[src/rtl/tran_det_pkg.sv]
// Shared definitions for the N-channel transition detector:
// edge-mode encodings and the saturating increment used by the per-channel
// accumulators.
package tran_det_pkg;

  localparam logic [1:0] MODE_RISE = 2'b00;
  localparam logic [1:0] MODE_FALL = 2'b01;
  localparam logic [1:0] MODE_BOTH = 2'b10;
  localparam logic [1:0] MODE_OFF  = 2'b11;

  // Add inc to val, holding at the all-ones value of a width-bit counter.
  // Widths above 32 are not supported by the callers.
  function automatic logic [31:0] sat_inc(input logic [31:0] val,
                                          input logic        inc,
                                          input int unsigned width);
    logic [31:0] max_v;
    max_v = (width >= 32) ? 32'hffff_ffff : ((32'd1 << width) - 32'd1);
    if (inc && (val < max_v)) begin
      sat_inc = val + 32'd1;
    end else begin
      sat_inc = val;
    end
  endfunction

endpackage

[src/rtl/tran_det_ch.sv]
// One detector channel: previous-sample bit, edge decode, saturating
// transition accumulator and the window snapshot register.
module tran_det_ch
  import tran_det_pkg::*;
#(
  parameter int CNT_W = 8
) (
  input  logic             clk,
  input  logic             rstn,
  input  logic             en,
  input  logic [1:0]       mode,
  input  logic             sv_bit,
  input  logic             acc_clr,
  input  logic             snap,
  output logic             st,
  output logic [CNT_W-1:0] cnt
);

  logic             prev_q, prev_d;
  logic [CNT_W-1:0] acc_q, acc_d;
  logic [CNT_W-1:0] cnt_q, cnt_d;
  logic [CNT_W-1:0] acc_inc;

  // Edge decode against the previous sample; forced low when disabled.
  always_comb begin
    st = 1'b0;
    if (en) begin
      case (mode)
        MODE_RISE: st = sv_bit & ~prev_q;
        MODE_FALL: st = ~sv_bit & prev_q;
        MODE_BOTH: st = sv_bit ^ prev_q;
        default:   st = 1'b0;
      endcase
    end
  end

  // Next state: prev always tracks sv; the snapshot captures acc plus the
  // current flag so the window-end cycle is counted.
  always_comb begin
    prev_d  = sv_bit;
    acc_inc = CNT_W'(sat_inc(32'(acc_q), st, unsigned'(CNT_W)));
    acc_d   = acc_clr ? '0 : acc_inc;
    cnt_d   = snap ? acc_inc : cnt_q;
  end

  // Channel state registers.
  always_ff @(posedge clk or negedge rstn) begin
    if (!rstn) begin
      prev_q <= 1'b0;
      acc_q  <= '0;
      cnt_q  <= '0;
    end else begin
      prev_q <= prev_d;
      acc_q  <= acc_d;
      cnt_q  <= cnt_d;
    end
  end

  assign cnt = cnt_q;

endmodule

[src/rtl/tran_det_n.sv]
// N-channel transition detector with selectable edge mode, per-channel
// saturating transition counts and a programmable snapshot window.
// Optional macro TRAN_DET_REG_OUT_EN registers st/st_any (1-cycle latency);
// accumulation always uses the unregistered flags, so window timing is the
// same in both builds.
module tran_det_n
  import tran_det_pkg::*;
#(
  parameter int N     = 6,
  parameter int CNT_W = 8,
  parameter int WIN_W = 16
) (
  input  logic               clk,
  input  logic               rstn,
  input  logic               en,
  input  logic [1:0]         mode,
  input  logic               clr,
  input  logic [WIN_W-1:0]   win_len,
  input  logic [N-1:0]       sv,
  output logic [N-1:0]       st,
  output logic               st_any,
  output logic [N*CNT_W-1:0] cnt_bus,
  output logic               win_done
);

  logic [WIN_W-1:0] wcnt_q, wcnt_d;
  logic             win_done_q, win_done_d;
  logic             win_end;
  logic             snap;
  logic             acc_clr;
  logic [N-1:0]     st_raw;

  // Window end uses >= so a win_len lowered below wcnt closes the window
  // on the next enabled cycle; clr overrides a coinciding window end.
  always_comb begin
    win_end    = en && (win_len != '0) && (wcnt_q >= (win_len - WIN_W'(1)));
    snap       = win_end && !clr;
    acc_clr    = clr || win_end;
    win_done_d = snap;
    wcnt_d     = wcnt_q;
    if (clr || (win_len == '0)) begin
      wcnt_d = '0;
    end else if (en) begin
      wcnt_d = win_end ? '0 : (wcnt_q + WIN_W'(1));
    end
  end

  // Window counter and snapshot-valid pulse.
  always_ff @(posedge clk or negedge rstn) begin
    if (!rstn) begin
      wcnt_q     <= '0;
      win_done_q <= 1'b0;
    end else begin
      wcnt_q     <= wcnt_d;
      win_done_q <= win_done_d;
    end
  end

  assign win_done = win_done_q;

  for (genvar gi = 0; gi < N; gi++) begin : g_ch
    tran_det_ch #(
      .CNT_W (CNT_W)
    ) u_ch (
      .clk     (clk),
      .rstn    (rstn),
      .en      (en),
      .mode    (mode),
      .sv_bit  (sv[gi]),
      .acc_clr (acc_clr),
      .snap    (snap),
      .st      (st_raw[gi]),
      .cnt     (cnt_bus[gi*CNT_W +: CNT_W])
    );
  end

`ifdef TRAN_DET_REG_OUT_EN
  logic [N-1:0] st_q, st_d;
  logic         st_any_q, st_any_d;

  // Registered flag outputs.
  always_comb begin
    st_d     = st_raw;
    st_any_d = |st_raw;
  end

  // Output flag registers.
  always_ff @(posedge clk or negedge rstn) begin
    if (!rstn) begin
      st_q     <= '0;
      st_any_q <= 1'b0;
    end else begin
      st_q     <= st_d;
      st_any_q <= st_any_d;
    end
  end

  assign st     = st_q;
  assign st_any = st_any_q;
`else
  assign st     = st_raw;
  assign st_any = |st_raw;
`endif

endmodule
[config.mk]
export PLATFORM = sky130hd
export DESIGN_NAME = tran_det_n
export DESIGN_NICKNAME = d
export VERILOG_FILES = /design/src/rtl/tran_det_pkg.sv /design/src/rtl/tran_det_ch.sv /design/src/rtl/tran_det_n.sv
export SDC_FILE = /design/constraint.sdc
export NUM_CORES = 1
export LEC_CHECK = 0
export CAP_MARGIN = 20
export CELL_PAD_IN_SITES_DETAIL_PLACEMENT = 0
export CELL_PAD_IN_SITES_GLOBAL_PLACEMENT = 1
export CORE_ASPECT_RATIO = 1.25
export CORE_UTILIZATION = 35
export CTS_CLUSTER_DIAMETER = 80
export DETAILED_ROUTE_END_ITERATION = 8
export HOLD_SLACK_MARGIN = 0.12
export PLACE_DENSITY = 0.78
export SETUP_SLACK_MARGIN = 0.15
export SLEW_MARGIN = 20
export SYNTH_ARGS = -nofsm -noshare
export SYNTH_HDL_FRONTEND = slang
export SYNTH_SLANG_ARGS = --single-unit
export TNS_END_PERCENT = 50
[constraint.sdc]
create_clock -name clk -period 2.15 [get_ports clk]
set_input_delay 0.5375 -clock clk [delete_from_list [all_inputs] [get_ports clk]]
set_output_delay 0.5375 -clock clk [all_outputs]
set_load 0.02 [all_outputs]
# After elaboration in Yosys (flattened, before gate mapping)

Cells that the tools add are included.

Register bits after elaboration: 119
Bits of input ports: 28
Output and inout bits: 56
Word-level logic and storage cells: 111

Add/subtract/negate cells: 8
Magnitude comparators: 7
Equal/unequal tests: 2
Mux-type cells: 27
Bitwise logic cells: 30
Reductions and logical operators: 17

Operator list:

| operator                                           | count |
|---|---|
| 2-to-1 mux 8 bit                                   | 12 |
| adder 8 x 1 -> 8 bit, second input constant        | 6 |
| less-than comparator 8 bit, second input constant  | 6 |
| 2-to-1 mux 16 bit                                  | 3 |
| case mux 1 bit (3 select lines)                    | 6 |
| adder 16 x 1 -> 16 bit, second input constant      | 1 |
| >= comparator 16 bit                               | 1 |
| logical NOT 16 bit                                 | 1 |
| nonzero test 16 bit                                | 1 |
| subtractor 16 x 1 -> 16 bit, second input constant | 1 |
| bitwise AND 1 bit                                  | 12 |
| inverter 1 bit                                     | 12 |
| logical AND 1 bit                                  | 9 |
| 2-to-1 mux 1 bit                                   | 6 |
| OR reduction 6 bit                                 | 1 |
| bitwise XOR 1 bit                                  | 6 |
| == test 2 x 1 -> 1 bit, second input constant      | 1 |
| == test 2 bit, second input constant               | 1 |
| logical NOT 2 bit                                  | 1 |
| logical OR 1 bit                                   | 2 |
| nonzero test 2 bit                                 | 1 |
| logical NOT 1 bit                                  | 1 |

# Longest topological paths before layout

Depth after elaboration: 7
Gate-level depth with buffers: 15
Gate-level depth less buffers: 13

# By module

Synthesis repeated with hierarchy kept, for this count alone.

Cells, all modules: 705
Area, all modules: 6,817.8 µm²

Modules (own cells, without submodules):

| module      | instances | cells an instance | area an instance (µm²) | seq. area each (µm²) |
|---|---|---|---|---|
| tran_det_ch | 6         | 87                | 862.1                  | 425.4 |
| tran_det_n  | 1         | 183               | 1,645.3                | 425.4 |

# Worst setup path before layout

No wires, ideal clock.

Kind: in2reg
Start: in win_len[2]
End: reg g_ch[3].u_ch.acc_q[2]
Setup time: 124 ps
Arrival time: 3,937 ps
Required time: 2,026 ps
Setup slack: -1,910 ps
Stages: 14
Path buffers: 2
Cells stage by stage: or4_4 -> or3_2 -> nor4_2 -> nand3b_1 -> xor2_1 -> ha_1 -> and4_1 -> nand4_1 -> o32ai_1 -> nor3_2 -> o31ai_1 -> buf_4 -> buf_6 -> nor2_1

Word-level cells in the longest chain between the ends: 5
Elaborated cells on any way between the ends: 7
Classes of those cells: add/sub (1); order compare (1); mux (1); reduce/logical (4)

RTL lines:

| item                                                               | line              | text |
|---|---|---|
| start, declared                                                    | tran_det_n.sv:18  | `input logic [WIN_W-1:0] win_len,` |
| subtractor 16 x 1 -> 16 bit or nonzero test 16 bit (tied branches) | tran_det_n.sv:36  | `win_end = en && (win_len != '0) && (wcnt_q >= (win_len - WIN_W'(1)));` |
| >= comparator 16 bit or logical AND 1 bit (tied branches)          | tran_det_n.sv:36  |  |
| logical AND 1 bit *                                                | tran_det_n.sv:36  |  |
| logical OR 1 bit *                                                 | tran_det_n.sv:38  | `acc_clr = clr \|\| win_end;` |
| 2-to-1 mux 8 bit *                                                 | tran_det_ch.sv:42 | `acc_d = acc_clr ? '0 : acc_inc;` |
| net g_ch[3].u_ch.acc_d[2]                                          | tran_det_ch.sv:20 | `logic [CNT_W-1:0] acc_q, acc_d;` |
| end signal, assigned                                               | tran_det_ch.sv:50 | `acc_q <= '0;` |
| end signal, assigned                                               | tran_det_ch.sv:54 | `acc_q <= acc_d;` |
| end, declared                                                      | tran_det_ch.sv:20 |  |

Mark *: on every way through the listed nets, which the timed path passes. The rest lies on a longest branch.
A chain may end at the register's enable or synchronous reset.

# Worst setup path after layout

Start: in win_len[3]
End: reg g_ch[0].u_ch.acc_q[2]

Word-level cells in the longest chain between the ends: 5
Elaborated cells on any way between the ends: 7
Classes of those cells: add/sub (1); order compare (1); mux (1); reduce/logical (4)

RTL lines:

| item                                                               | line |
|---|---|
| subtractor 16 x 1 -> 16 bit or nonzero test 16 bit (tied branches) | tran_det_n.sv:36 |
| >= comparator 16 bit or logical AND 1 bit (tied branches)          | tran_det_n.sv:36 |
| logical AND 1 bit *                                                | tran_det_n.sv:36 |
| logical OR 1 bit *                                                 | tran_det_n.sv:38 |
| 2-to-1 mux 8 bit *                                                 | tran_det_ch.sv:42 |
| net g_ch[0].u_ch.acc_d[2]                                          | tran_det_ch.sv:20 |
| end signal, assigned                                               | tran_det_ch.sv:50 |
| end signal, assigned                                               | tran_det_ch.sv:54 |
| end, declared                                                      | tran_det_ch.sv:20 |

Marked as above.

==> flow_results.org <==
** STA
- The final-report hold violation count was 0.
- Max transition margin :: 0.552
- The clock arrives with 0.00901 ns of skew.
- Total negative slack :: -180.83 ns
- In the finished design, the share of the clock period the worst path needs comes to 1.75.
- Worst path setup slack after routing :: -1.61 ns
- At the pin with the least slew margin, the transition time is 0.669 ns.
- Number of setup violations in the final report :: between 100 and 150
- For the finished layout, the period the worst path requires is about 3.8 ns.
- The number of max-slew violations in the final report came to 0.
- Setup repair after global routing could not meet its margin everywhere.
- Static timing analysis puts the maximum clock frequency at about 270 MHz.

** Floorplan
- Row cnt :: 54
- Die ar. :: 18600 um^2
- Initial Util :: 0.361
- Die Y :: ~150 um
- The total area inside the core boundary comes to 17600 um^2.
- In this run the horizontal extent of the chip is ~120 um.
- Number of top-level design ports :: 84

** Worst setup path
- STA puts the critical path data required time at between 2 and 2.5 ns.
- Max FO, Critical Path :: 6
- Arrival time worst endpoint :: 4.05 ns
- On the worst path, the slowest cell contributes a delay of about 0.53 ns.
- Cell with the most instances on the worst path :: buf_6
- Worst flop-to-flop path startpoint :: wcnt_q[0]
- The slowest stage of the critical path is the or4_4 cell.
- Depth of the most critical reg-to-reg path :: 12
- The signal on the critical path passes through buf_6, or4_4, or3_4, nor4_4, nand3b_1, xor2_1, ha_1, and4_4, nand4_1, o32ai_4, nor3_4, o31ai_4, buf_6, buf_6, buf_12, buf_16, nor2_4.
- Counting buffers and inverters, the worst setup path is 17 cells deep.
- Broken down by cell family, the worst path's largest delay share belongs to simple AND/OR/NAND/NOR gates.
- The critical path contains buffers and inverters numbering 5 combined.
- Kind of end point of the critical path :: flip-flop
- Worst Setup Start Kind :: primary input
- First element of the critical path :: win_len[3]
- The setup path with the least slack is of type primary input to flip-flop.

** Detailed routing
- After detailed routing, the number of vias per cell comes to 4.95.
- Initial DRC Count :: about 270
- Wire length per cell after detailed routing :: 15.1 um
- Vias :: approximately 5400
- Final wirelength :: approximately 17000 um
- ANT nets after route :: 0
- Residual DRC count :: 0
- Detailed-router iteration count before antenna repair :: 4

** Logic synthesis
- The number of different library cells used by synthesis comes to 58.
- Area fraction of the dominant cell type after synthesis :: 0.470
- Number of synthesized register bits :: between 100 and 150
- Dominant cell type by area after synthesis :: dfrtp_1
- Cells taking the most area after synthesis :: dfrtp_1 (47%), ha_1 (7.1%), nand2_1 (5.9%)
- Register area share after synthesis :: 0.470
- Yosys printed 0 warnings.
- The synthesized design contains 0 enable-type register cells.
- Synthesized netlist net count :: 728
- Counting instances in the post-synthesis netlist gives the leading cell types as dfrtp_1 (119), nand2_1 (100), nor2_1 (76), xnor2_1 (37), ha_1 (36).
- Most common cell in the netlist :: dfrtp_1
- Post-synthesis instance area :: about 6300 um^2
- In this run the mean area of a mapped cell was roughly 9.5 um^2.
- In the synthesized netlist, the number of instances is between 600 and 700.
- For this run, the leading register cell type out of synthesis is dfrtp_1.
- Asr flop ratio synth :: 1.00

** Worst hold path
- In this run the worst hold path is classified as primary input to flip-flop.
- The startpoint identified for the worst hold timing path is sv[1].
- Along the worst hold path, the cell count comes to 2.

** Clock network
- Clock-pin slew was measured on the worst setup and hold paths at roughly 0.060 ns.
- Number of clock sinks :: 119
- H-tree depth :: 4
- Clock Latency Late Sink :: between 0.4 and 0.5 ns
- No sink is reached through more buffers than the 2 on the longest clock path.
- TritonCTS built the clock tree.
- Inserted Clock Buffers :: 17
- The root buffer cell chosen for the clock tree is clkbuf_16.

** Placed design
- Port Buf Inserts :: between 80 and 90
- DP Cell Count :: 1032
- Detailed placement ended at an HPWL of 11300 um.
- At the end of routability-driven placement, the weighted congestion stood at 0.852.

** Final layout
- For this run, the post-layout net count is ~920.
- The finished layout holds ~1100 standard cells, fillers aside.
- Number of diodes :: 0
- Fraction of final layout cells with drive strength greater than 1 :: 0.286
- From synthesis to final layout, the design area changed by 51.7%.

** Outcome
- Violated checks :: negative setup slack
- Run status :: finished with violations

** Pwr
- Power Density :: between 600 and 700 nW/um^2
- Summed over all cells, the static leakage comes to approximately 4.2 nW.
- Across the VDD grid, the largest voltage drop is just over 0.0006 V.

** Global routing
- Maximum number of pins on one net before global-route repair :: between 40 and 50
- For this run, the total global-route usage over all layers was measured as 0.184.
- For this run, global-route usage on met3 was measured as 0.0326.
- Global-route wire length before repair :: 27000 um
- The number of global-route vias before repair came to 5741.
- Initial antenna violation count :: 0
- Met2 usage in global routing :: 0.337
- Met1 track utilization from global routing :: 0.206
- The layer flagged by global routing as most heavily used is met2.
- Global route total overflow :: 0

** Flow run
- Max-cap violations in this run came to 0.
[path summary, 6_finish.rpt]
check,slack (ns),end
min in group asynchronous,0.60,g_ch[5].u_ch.prev_q
max in group asynchronous,0.95,g_ch[4].u_ch.cnt[3]
setup / recovery,-1.61,g_ch[0].u_ch.acc_q[2]
setup reg to reg,-0.51,g_ch[0].u_ch.cnt[4]
hold reg to reg,0.48,g_ch[3].u_ch.cnt[6]
hold / removal,0.39,g_ch[1].u_ch.prev_q
[area by class of cell]
cell class                 count  area, um^2
clock buffer                  19         433
clock inverter                13         228
fill                        1540        7960
inverter                      24        90.1
multi-input combinational    493        3500
sequential                   119        2980
tap                          224         280
timing repair buffer         203        2100
[kinds of logic after synthesis]
family / after synthesis / synth area share
muxes: 10 / 0.0158
DFF: 119 / 0.470
xor gates and xnor gates: 50 / 0.0691
buffers and inverters: 52 / 0.0444
adders and majority gates: 36 / 0.0711
and+or+nand+nor: 293 / 0.229
AOI/OAI and AO/OA: 104 / 0.100
[metrics by stage]
stage	instance area [um^2]	util	power [mW]	hold WS (ns)	worst slack, ns
after detailed placement	8090	0.461	2.83	0.474	-2.29
final	9610	0.547	6.11	0.385	-1.61
after global routing	9610	0.547	6.32	0.403	-1.73
after floorplan	6390	-	2.53	0.242	-1.67
after CTS	9220	0.525	6.11	0.486	-1.64
after global placement	8090	0.461	2.81	0.464	-2.18
[state kept, by name (all words and copies together) (netlist names)]
name	cells
g_ch.u_ch.acc_q	48
g_ch.u_ch.prev_q	6
wcnt_q	16
win_done	1
g_ch.u_ch.cnt	48
[placed cells by master (no fill, tap or decap), types with 6 or more instances in the layout]
cell,count
buf_16,7
nor2_1,35
clkbuf_16,20
nand2_1,97
dfrtp_1,119
nor3_1,10
xnor2_1,37
nor3b_1,6
nor4_1,8
buf_6,15
nand2b_1,6
mux2i_1,10
inv_1,21
buf_4,90
and3_1,17
o21ai_1,27
buf_12,12
o211ai_1,6
bufinv_16,6
ha_1,35
xor2_1,13
nor2_2,10
nand3_1,24
nor2_4,33
o21ai_0,28
clkdlybuf4s50_1,67
[per-layer routing]
metal | vias to the layer above | wire length [um] | share of wire
met1 | 2600 | 6690 | 0.40
met5 | - | 0 | 0
met3 | 30 | 634 | 0.038
met4 | 0 | 368 | 0.022
li1 | 2663 | - | -
met2 | 131 | 8900 | 0.54
[where the power goes]
part / leakage, nW / internal [mW] / total, mW / switching (mW)
clock network: 0.317 / 2.17 / 3.19 / 1.02
logic: 2.28 / 0.317 / 0.640 / 0.324
registers: 1.64 / 2.26 / 2.28 / 0.0187
[what timing repair did]
item | in CTS | in global routing
cloned | 7 | 3
hold endpoints to repair | 22 | 0
resized for setup | 97 | 78
pin swaps | 25 | 42
setup endpoints to repair | 120 | 121
hold buffers | 1 | 0
setup buffers | 16 | 4
No activity file was read; power rests on OpenSTA's default activity.
